[config.mk]
export PLATFORM = sky130hd
export DESIGN_NAME = wb_port_arbiter_flat
export DESIGN_NICKNAME = d
export VERILOG_FILES = /design/src/rtl/wb_port_arbiter_if.sv /design/src/rtl/wb_port_arbiter.sv /design/src/flat_wrapper.sv
export SDC_FILE = /design/constraint.sdc
export NUM_CORES = 1
export LEC_CHECK = 0
export BUFFER_PORTS_ARGS = -buffer_cell sky130_fd_sc_hd__buf_4
export CAP_MARGIN = 15
export CORE_ASPECT_RATIO = 1.5
export CORE_MARGIN = 2
export CORE_UTILIZATION = 40
export DETAILED_ROUTE_END_ITERATION = 16
export HOLD_SLACK_MARGIN = 0.02
export MAX_ROUTING_LAYER = met4
export PLACE_DENSITY = 0.64
export SLEW_MARGIN = 15
export SYNTH_ARGS = -nofsm -noshare
export SYNTH_HDL_FRONTEND = slang
export SYNTH_SLANG_ARGS = --single-unit
[constraint.sdc]
create_clock -name i_clk -period 5.7 [get_ports i_clk]
set_input_delay 0.855 -clock i_clk [delete_from_list [all_inputs] [get_ports i_clk]]
set_output_delay 0.855 -clock i_clk [all_outputs]
set_load 0.005 [all_outputs]
[src/rtl/wb_port_arbiter_if.sv]
// Signal bundle between the WB stage / MDU and the register-file write-port arbiter.
interface wb_port_arbiter_if;
  logic        i_con_regwriteW;
  logic [4:0]  i_addr_writeregW;
  logic [31:0] i_data_resultW;
  logic        i_con_mduvalid;
  logic [4:0]  i_addr_mdu;
  logic [31:0] i_data_mdu;
  logic        o_con_mduready;
  logic        o_con_regwrite;
  logic [4:0]  o_addr_writereg;
  logic [31:0] o_data_writereg;
  logic        o_con_stallW;
  logic [4:0]  i_addr_checkD;
  logic        o_con_pendhit;

  modport slave (
    input  i_con_regwriteW, i_addr_writeregW, i_data_resultW,
    input  i_con_mduvalid, i_addr_mdu, i_data_mdu, i_addr_checkD,
    output o_con_mduready, o_con_regwrite, o_addr_writereg, o_data_writereg,
    output o_con_stallW, o_con_pendhit
  );

  modport master (
    output i_con_regwriteW, i_addr_writeregW, i_data_resultW,
    output i_con_mduvalid, i_addr_mdu, i_data_mdu, i_addr_checkD,
    input  o_con_mduready, o_con_regwrite, o_addr_writereg, o_data_writereg,
    input  o_con_stallW, o_con_pendhit
  );
endinterface

[src/rtl/wb_port_arbiter.sv]
// Shares the register-file write port between the WB stage and a FIFO of MDU results; grant registered (1 cycle).
// Optional pending-write comparator on o_con_pendhit is built when WB_ARB_PENDHIT_EN is defined.
module wb_port_arbiter #(
  parameter int DEPTH      = 2,
  parameter int STARVE_MAX = 4
) (
  input logic              i_clk,
  input logic              i_rst,
  wb_port_arbiter_if.slave bus
);
  localparam int PTR_W = $clog2(DEPTH);
  localparam int CNT_W = PTR_W + 1;

  typedef enum logic {S_NORMAL, S_FORCE} state_t;

  state_t            state_q, state_d;
  logic [PTR_W-1:0]  rd_ptr_q, rd_ptr_d;
  logic [PTR_W-1:0]  wr_ptr_q, wr_ptr_d;
  logic [CNT_W-1:0]  count_q, count_d;
  logic [3:0]        starve_q, starve_d;
  logic [3:0]        starve_inc;
  logic [4:0]        fifo_addr_q [DEPTH];
  logic [4:0]        fifo_addr_d [DEPTH];
  logic [31:0]       fifo_data_q [DEPTH];
  logic [31:0]       fifo_data_d [DEPTH];
  logic              regwrite_q, regwrite_d;
  logic [4:0]        waddr_q, waddr_d;
  logic [31:0]       wdata_q, wdata_d;

  logic pipe_req;
  logic fifo_nonempty;
  logic mduready;
  logic mdu_acc;
  logic enq;
  logic deq;

  assign pipe_req      = bus.i_con_regwriteW && (bus.i_addr_writeregW != 5'd0);
  assign fifo_nonempty = (count_q != '0);
  // Ready comes from the registered count only, so a full FIFO refuses even while it drains.
  assign mduready      = !i_rst && (count_q < CNT_W'(DEPTH));
  assign mdu_acc       = bus.i_con_mduvalid && mduready;

  always_comb begin
    state_d     = state_q;
    rd_ptr_d    = rd_ptr_q;
    wr_ptr_d    = wr_ptr_q;
    starve_d    = starve_q;
    fifo_addr_d = fifo_addr_q;
    fifo_data_d = fifo_data_q;
    regwrite_d  = 1'b0;
    waddr_d     = waddr_q;
    wdata_d     = wdata_q;
    deq         = 1'b0;
    starve_inc  = starve_q + 4'd1;

    if (state_q == S_FORCE) begin
      // The stalled pipe write is re-presented next cycle, so it is ignored here.
      state_d = S_NORMAL;
      deq     = fifo_nonempty;
    end else if (pipe_req) begin
      regwrite_d = 1'b1;
      waddr_d    = bus.i_addr_writeregW;
      wdata_d    = bus.i_data_resultW;
      if (fifo_nonempty) begin
        starve_d = starve_inc;
        if (starve_inc == 4'(STARVE_MAX)) begin
          state_d = S_FORCE;
        end
      end
    end else begin
      deq = fifo_nonempty;
    end

    if (deq) begin
      regwrite_d = 1'b1;
      waddr_d    = fifo_addr_q[rd_ptr_q];
      wdata_d    = fifo_data_q[rd_ptr_q];
      rd_ptr_d   = rd_ptr_q + PTR_W'(1);
    end
    if (deq || !fifo_nonempty) begin
      starve_d = '0;
    end

    enq = mdu_acc && (bus.i_addr_mdu != 5'd0);
    if (enq) begin
      fifo_addr_d[wr_ptr_q] = bus.i_addr_mdu;
      fifo_data_d[wr_ptr_q] = bus.i_data_mdu;
      wr_ptr_d              = wr_ptr_q + PTR_W'(1);
    end

    count_d = count_q + CNT_W'(enq) - CNT_W'(deq);
  end

  always_ff @(posedge i_clk) begin
    if (i_rst) begin
      state_q    <= S_NORMAL;
      rd_ptr_q   <= '0;
      wr_ptr_q   <= '0;
      count_q    <= '0;
      starve_q   <= '0;
      regwrite_q <= 1'b0;
      waddr_q    <= '0;
      wdata_q    <= '0;
    end else begin
      state_q    <= state_d;
      rd_ptr_q   <= rd_ptr_d;
      wr_ptr_q   <= wr_ptr_d;
      count_q    <= count_d;
      starve_q   <= starve_d;
      regwrite_q <= regwrite_d;
      waddr_q    <= waddr_d;
      wdata_q    <= wdata_d;
    end
    fifo_addr_q <= fifo_addr_d;
    fifo_data_q <= fifo_data_d;
  end

  assign bus.o_con_mduready  = mduready;
  assign bus.o_con_regwrite  = regwrite_q;
  assign bus.o_addr_writereg = waddr_q;
  assign bus.o_data_writereg = wdata_q;
  assign bus.o_con_stallW    = (state_q == S_FORCE);

`ifdef WB_ARB_PENDHIT_EN
  logic pendhit;

  // A slot is live when its distance from the read pointer is below the occupancy.
  always_comb begin
    logic [PTR_W-1:0] off;
    pendhit = 1'b0;
    for (int i = 0; i < DEPTH; i++) begin
      off = PTR_W'(i) - rd_ptr_q;
      if (({1'b0, off} < count_q) && (fifo_addr_q[i] == bus.i_addr_checkD)) begin
        pendhit = 1'b1;
      end
    end
    if (enq && (bus.i_addr_mdu == bus.i_addr_checkD)) begin
      pendhit = 1'b1;
    end
    if (bus.i_addr_checkD == 5'd0) begin
      pendhit = 1'b0;
    end
  end

  assign bus.o_con_pendhit = pendhit;
`else
  logic unused_checkd;
  assign unused_checkd     = ^bus.i_addr_checkD;
  assign bus.o_con_pendhit = 1'b0;
`endif
endmodule

[src/flat_wrapper.sv]
// flat-port wrapper written by rule: the top's interface ports become plain ports
module wb_port_arbiter_flat 
#(
  parameter int DEPTH      = 2,
  parameter int STARVE_MAX = 4
)
  (i_clk, i_rst, bus_i_con_regwriteW, bus_i_addr_writeregW, bus_i_data_resultW, bus_i_con_mduvalid, bus_i_addr_mdu, bus_i_data_mdu, bus_i_addr_checkD, bus_o_con_mduready, bus_o_con_regwrite, bus_o_addr_writereg, bus_o_data_writereg, bus_o_con_stallW, bus_o_con_pendhit);
  wb_port_arbiter_if bus_i ();
  input logic i_clk;
  input logic i_rst;
  input wire logic [$bits(bus_i.i_con_regwriteW)-1:0] bus_i_con_regwriteW;
  input wire logic [$bits(bus_i.i_addr_writeregW)-1:0] bus_i_addr_writeregW;
  input wire logic [$bits(bus_i.i_data_resultW)-1:0] bus_i_data_resultW;
  input wire logic [$bits(bus_i.i_con_mduvalid)-1:0] bus_i_con_mduvalid;
  input wire logic [$bits(bus_i.i_addr_mdu)-1:0] bus_i_addr_mdu;
  input wire logic [$bits(bus_i.i_data_mdu)-1:0] bus_i_data_mdu;
  input wire logic [$bits(bus_i.i_addr_checkD)-1:0] bus_i_addr_checkD;
  output wire logic [$bits(bus_i.o_con_mduready)-1:0] bus_o_con_mduready;
  output wire logic [$bits(bus_i.o_con_regwrite)-1:0] bus_o_con_regwrite;
  output wire logic [$bits(bus_i.o_addr_writereg)-1:0] bus_o_addr_writereg;
  output wire logic [$bits(bus_i.o_data_writereg)-1:0] bus_o_data_writereg;
  output wire logic [$bits(bus_i.o_con_stallW)-1:0] bus_o_con_stallW;
  output wire logic [$bits(bus_i.o_con_pendhit)-1:0] bus_o_con_pendhit;
  assign bus_i.i_con_regwriteW = bus_i_con_regwriteW;
  assign bus_i.i_addr_writeregW = bus_i_addr_writeregW;
  assign bus_i.i_data_resultW = bus_i_data_resultW;
  assign bus_i.i_con_mduvalid = bus_i_con_mduvalid;
  assign bus_i.i_addr_mdu = bus_i_addr_mdu;
  assign bus_i.i_data_mdu = bus_i_data_mdu;
  assign bus_i.i_addr_checkD = bus_i_addr_checkD;
  assign bus_o_con_mduready = bus_i.o_con_mduready;
  assign bus_o_con_regwrite = bus_i.o_con_regwrite;
  assign bus_o_addr_writereg = bus_i.o_addr_writereg;
  assign bus_o_data_writereg = bus_i.o_data_writereg;
  assign bus_o_con_stallW = bus_i.o_con_stallW;
  assign bus_o_con_pendhit = bus_i.o_con_pendhit;
  wb_port_arbiter #(.DEPTH(DEPTH), .STARVE_MAX(STARVE_MAX)) u_core (.i_clk(i_clk), .i_rst(i_rst), .bus(bus_i));
endmodule
-- Yosys cells after proc, flatten, opt, wreduce, memory -nomap -nowiden
Cells that the tools add are included.
- bits of input ports: 83
- register bits after elaboration: 121
- word-level logic and storage cells: 68
- $add $sub $neg: 5
- reduce and logical (&&, ||, !) cells: 16
- equality and inequality tests: 2
- mux-type cells: 24
- bitwise operators: 5
- magnitude comparators: 4
- operators with widths (cell ; count):
    $mux W32 ; 7
    $bwmux W64 ; 1
    $mux W5 ; 7
    $demux W32 S1 ; 1
    $bwmux W10 ; 1
    $reduce_bool A5 Y1 ; 2
    $mux W1 ; 6
    $demux W5 S1 ; 1
    $logic_and A1 B1 Y1 ; 5
    $add A4 B1 Y4 const B ; 1
    $eq A4 B3 Y1 const B ; 1
    $ge A2 B2 Y1 const B ; 2
    $not A1 Y2 ; 2
    $reduce_bool A2 Y1 ; 2
    $reduce_or A4 Y1 ; 1
    $not A1 Y1 ; 3
    $reduce_and A3 Y1 ; 1
    $add A1 B1 Y1 const B ; 2
    $add A2 B1 Y2 ; 1
    $logic_not A1 Y1 ; 2
    $lt A2 B1 Y1 const B ; 1
    $lt A2 B2 Y1 const B ; 1
    $ne A2 B2 Y1 const B ; 1
    $reduce_and A2 Y1 ; 1
    3 further kinds ; 3

-- Depth between registers and ports, before layout
- depth after elaboration: 6
- depth in mapped cells: 10
- depth with buffers taken out: 7

-- Least setup slack after synthesis
OpenSTA, ideal clock, no wires.
- kind: input to register
- start point: input i_rst
- end point: register u_core.fifo_addr_q[0] (netlist name) (enable)
- setup time: 431 ps
- cell stages on the path: 4
- arrival time: 2963 ps
- slack: 2305 ps
- path through: clkbuf_1 -> nor2_1 -> o211ai_1 -> nor2_1
- word-level cells in the longest chain between the ends: 4
- RTL lines (what ; line ; RTL):
    start, declared ; flat_wrapper.sv:10 ; input logic i_rst;
    $logic_not A1 Y1 ; wb_port_arbiter.sv:40 ; assign mduready = !i_rst && (count_q < CNT_W'(DEPTH));
    $logic_and A1 B1 Y1 ; wb_port_arbiter.sv:40 ;
    net bus_o_con_mduready ; flat_wrapper.sv:18 ; output wire logic [$bits(bus_i.o_con_mduready)-1:0] bus_o_con_mduready;
    $logic_and A1 B1 Y1 ; wb_port_arbiter.sv:41 ; assign mdu_acc = bus.i_con_mduvalid && mduready;
    $logic_and A1 B1 Y1 ; wb_port_arbiter.sv:84 ; enq = mdu_acc && (bus.i_addr_mdu != 5'd0);
    end signal, assigned ; wb_port_arbiter.sv:114 ; fifo_addr_q <= fifo_addr_d;
    end, declared ; wb_port_arbiter.sv:22 ; logic [4:0] fifo_addr_q [DEPTH];
The timed path passes the listed nets, and every way through them passes these cells.
A chain may end at the register's enable or synchronous reset.

-- Worst setup path after layout
- start point: input bus_i_addr_writeregW[1]
- end point: register u_core.wdata_q[23] (netlist: u_core.bus.o_data_writereg[23])
- word-level cells in the longest chain between the ends: 6
- RTL lines (what ; line ; RTL):
    start, declared ; flat_wrapper.sv:12 ; input wire logic [$bits(bus_i.i_addr_writeregW)-1:0] bus_i_addr_writeregW;
    $reduce_bool A5 Y1 (*) ; wb_port_arbiter.sv:37 ; assign pipe_req = bus.i_con_regwriteW && (bus.i_addr_writeregW != 5'd0);
    $logic_and A1 B1 Y1 (*) ; wb_port_arbiter.sv:37 ;
    $mux W1 ; wb_port_arbiter.sv:60 ; end else if (pipe_req) begin
    $mux W1 ; wb_port_arbiter.sv:56 ; if (state_q == S_FORCE) begin
    $ne A2 B2 Y1 (no source line) or $reduce_bool A2 Y1 (tied branches) ; -- ;
    $reduce_and A2 Y1 (no source line) ; -- ;
    end signal, assigned ; wb_port_arbiter.sv:112 ; wdata_q <= wdata_d;
    end, declared ; wb_port_arbiter.sv:28 ; logic [31:0] wdata_q, wdata_d;
Every way passes the cells marked *; elsewhere a longest branch is shown, timed or not.

==> reports/qor.yml <==
multiInputGateArea_um2: 1385
critical_path_top_delay_cell: "sky130_fd_sc_hd__o21ai_4"
fin_crit_ns: 2.915
synth_flop_cell: "sky130_fd_sc_hd__edfxtp_1"
worst-r2r-cell-count: 7
routed-wl-met3_um: 444
gp_congestion: 0.7336
report.final.setup_viol: 0
drt-pass1-iter-count: 4
postSynthNetCount: 439
worstSkewPairLatency_ns: 0.41
syn2layout_area_growth_pct: 35.45
detailroute.wirelength.met2_um: 5405
number_of_synthesized_flops_with_an_enable_pin: 74
synth.avg_cell_area_um2: 13.13
drt_wl_total_um: 9881
die_width_um: 92.02
tightest_slew_ns: 1.101
cts_tree: "done"
fraction_of_final_layout_cells_with_drive_strength_greater_than_1_pct: 33.20
clock_sink_count: 121
vdd_ir_drop_max_v: 0.0002131
place.detailed.hpwl_um: 6222
cp-start-kind: "primary input"
fp-row-count: 48
seq_area_frac_synth_pct: 68.05
cts.reportedPaths.clkPinSlew_ns: 0.05
ys_types: 30
worst-path-max-fanout: 40
cts.path.max_buffers: 2
synthTopCellsByArea: "sky130_fd_sc_hd__edfxtp_1 48%, sky130_fd_sc_hd__dfxtp_1 20%, sky130_fd_sc_hd__mux2i_1 8.0%, sky130_fd_sc_hd__nand2_1 4.8%, sky130_fd_sc_hd__a32o_1 3.7%"
postCtsSetupRepairBufs: 0
post-synth-top-area-cell: "sky130_fd_sc_hd__edfxtp_1"
final-hold-violation-count: 0
initial_core_utilization_pct: 40.73
routed_via_density: 4.927
post_cts.resized_instances: 0
io-pin-count: 124
cell_area_after_layout_um2: 6296
timing.max_cap.violations: 0
final_net_count: 554
grt_overflow_total: 0
dieArea_um2: 12520
max_stage_delay_ns: 0.86
worst-endpoint-required_ns: 6.00
synth_common_cells: "74 x sky130_fd_sc_hd__edfxtp_1, 59 x sky130_fd_sc_hd__nand2_1, 47 x sky130_fd_sc_hd__dfxtp_1"
drt_first_iter_violations: 157
timing.hold.worst.class: "flop to flop"
post-route-util_pct: 55.18
route.vias.total: 3114
unrepaired_setup_endpoints_after_global_routing: "false"
setup.worst_path.start: "bus_i_addr_writeregW[1]"
wire_per_inst_um: 15.63
ctsHoldBuffers: 0
worst_r2r_startpoint: "u_core.bus.o_con_stallW"
numCtsBuffers: 17
setup.worst_path.end_class: "flop"
setup.worst_path.end: "u_core.bus.o_data_writereg[23]"
fillerInstances: 986
yosys_warnings: 0
vias_in_the_first_global_route: 3232
period_share_pct: 51.14
synth-async-reset-ratio_pct: 0
placed_cell_area_um2: 5634
fin_setup_tns_ns: 0
fmax_ghz: 0.3430
initial_antenna_violation_count: 0
global_route.usage.total_pct: 16.90
final_max_slew_viol_count: 0
io_buffers: 117
worst_relative_slew_slack_pct: 26.35
cellLeakagePower_nw: 2.362
routed_metal_1_wire_length_um: 3839
power_density_nw_per_um2: 367.9
worstPathArrival_ns: 3.21
worstReg2RegEnd: "u_core.count_q[1]"
netlist_instances: 354
grt_start_max_net_pins: 43
worstPathCellList: "buf_4 -> or4_4 -> o21ai_4 -> a21oi_2 -> a32o_1"
reg2reg_slack_ns: 3.28
topRoutingLayerUsed: "met4"
detail-route-antenna-nets: 0
outcome: "finished clean"
htree_levels: 4
core_region_area_um2: 11410
ys_seq_elements: 121
area_taken_by_flip_flops_and_latches_um2: 3164
worstSetupPathType: "primary input to flop"
drt_drc_violations_left: 0
clk_root_buffer_cell: "sky130_fd_sc_hd__clkbuf_16"
finalClockSkew_ns: 0.006201
area_of_the_mapped_netlist_um2: 4648
insertedDiodeCount: 0
synth_largest_type_area_fraction_pct: 47.81
grt_first_pass_wirelength_um: 15490
synth.most_common_cell: "sky130_fd_sc_hd__edfxtp_1"
die_height_um: 136.0
flip-flops by register name, indices dropped and copies added (netlist names):
register                    flops
u_core.bus.o_addr_writereg      5
u_core.bus.o_con_regwrite       1
u_core.bus.o_con_stallW         1
u_core.bus.o_data_writereg     32
u_core.count_q                  2
u_core.fifo_addr_q             10
u_core.fifo_data_q             64
u_core.rd_ptr_q                 1
u_core.starve_q                 4
u_core.wr_ptr_q                 1
critical path, delay by kind of cell:
kind	cells	cell delay, ns
buffers and inverters	1	0.11
and+or+nand+nor	1	0.55
AOI/OAI and AO/OA	3	1.68
routing by layer:
layer / global-route usage, % / vias to the layer above
li1: - / 1526
met1: 17.28 / 1488
met2: 29.78 / 83
met3: 4.656 / 17
met4: 8.209 / 0
met5: - / -
cell type report:
cell class,instances,share of cell area (%)
sequential,121,50.26
timing repair buffer,120,14.83
inverter,3,0.1789
multi-input combinational,206,22.00
clock buffer,20,7.413
clock inverter,12,2.345
tap,150,2.981
through the flow:
stage	power, mW	std cells	worst slack (ns)	hold slack, ns
2_1_floorplan	1.135	354	2.305	0.4176
3_3_place_gp	1.241	598	2.353	0.4288
3_5_place_dp	1.248	598	2.292	0.4423
4_1_cts	2.340	630	2.712	0.4482
5_1_grt	2.404	632	2.635	0.4606
6_report	2.316	632	2.785	0.4484
worst min-delay path by stage:
stage                              end  cells after the start  slack [ns]          startpoint
3_3_place_gp        u_core.starve_q[0]                      1        0.43  u_core.starve_q[0]
5_1_grt        u_core.bus.o_con_stallW                      1        0.46  u_core.starve_q[3]
2_1_floorplan       u_core.starve_q[0]                      1        0.42  u_core.starve_q[0]
6_report       u_core.bus.o_con_stallW                      1        0.45  u_core.starve_q[3]
4_1_cts        u_core.bus.o_con_stallW                      1        0.45  u_core.starve_q[3]
3_5_place_dp   u_core.bus.o_con_stallW                      1        0.44  u_core.starve_q[3]
logic make-up after synthesis:
kind of cell / share of synthesized area, %
AO/OA/AOI/OAI: 10.01
buffers and inverters: 2.826
adder cells (fa/ha/maj): 0.5383
XOR/XNOR: 0.5654
flip-flops: 68.05
other: 0.08068
multiplexers: 8.210
AND/OR/NAND/NOR: 9.718
cell usage in the layout (no fill, tap or decap), types with 4 or more instances in the layout:
cell and n:
sky130_fd_sc_hd__edfxtp_1 74, sky130_fd_sc_hd__mux2i_1 37, sky130_fd_sc_hd__buf_4 118, sky130_fd_sc_hd__a32o_1 17, sky130_fd_sc_hd__dfxtp_1 46, sky130_fd_sc_hd__clkinvlp_4 4
sky130_fd_sc_hd__o211ai_1 21, sky130_fd_sc_hd__clkbuf_16 17, sky130_fd_sc_hd__nand2_1 59, sky130_fd_sc_hd__a21oi_1 21, sky130_fd_sc_hd__nand2b_1 17, sky130_fd_sc_hd__nor2_1 8
report_power, final:
| part | leakage, nW | internal, mW | switching [mW] |
|---|---|---|---|
| clock network | 0.291 | 0.718 | 0.370 |
| registers | 1.07 | 0.981 | 0.0249 |
| logic | 1.00 | 0.118 | 0.106 |
No activity file was read; power rests on OpenSTA's default activity.
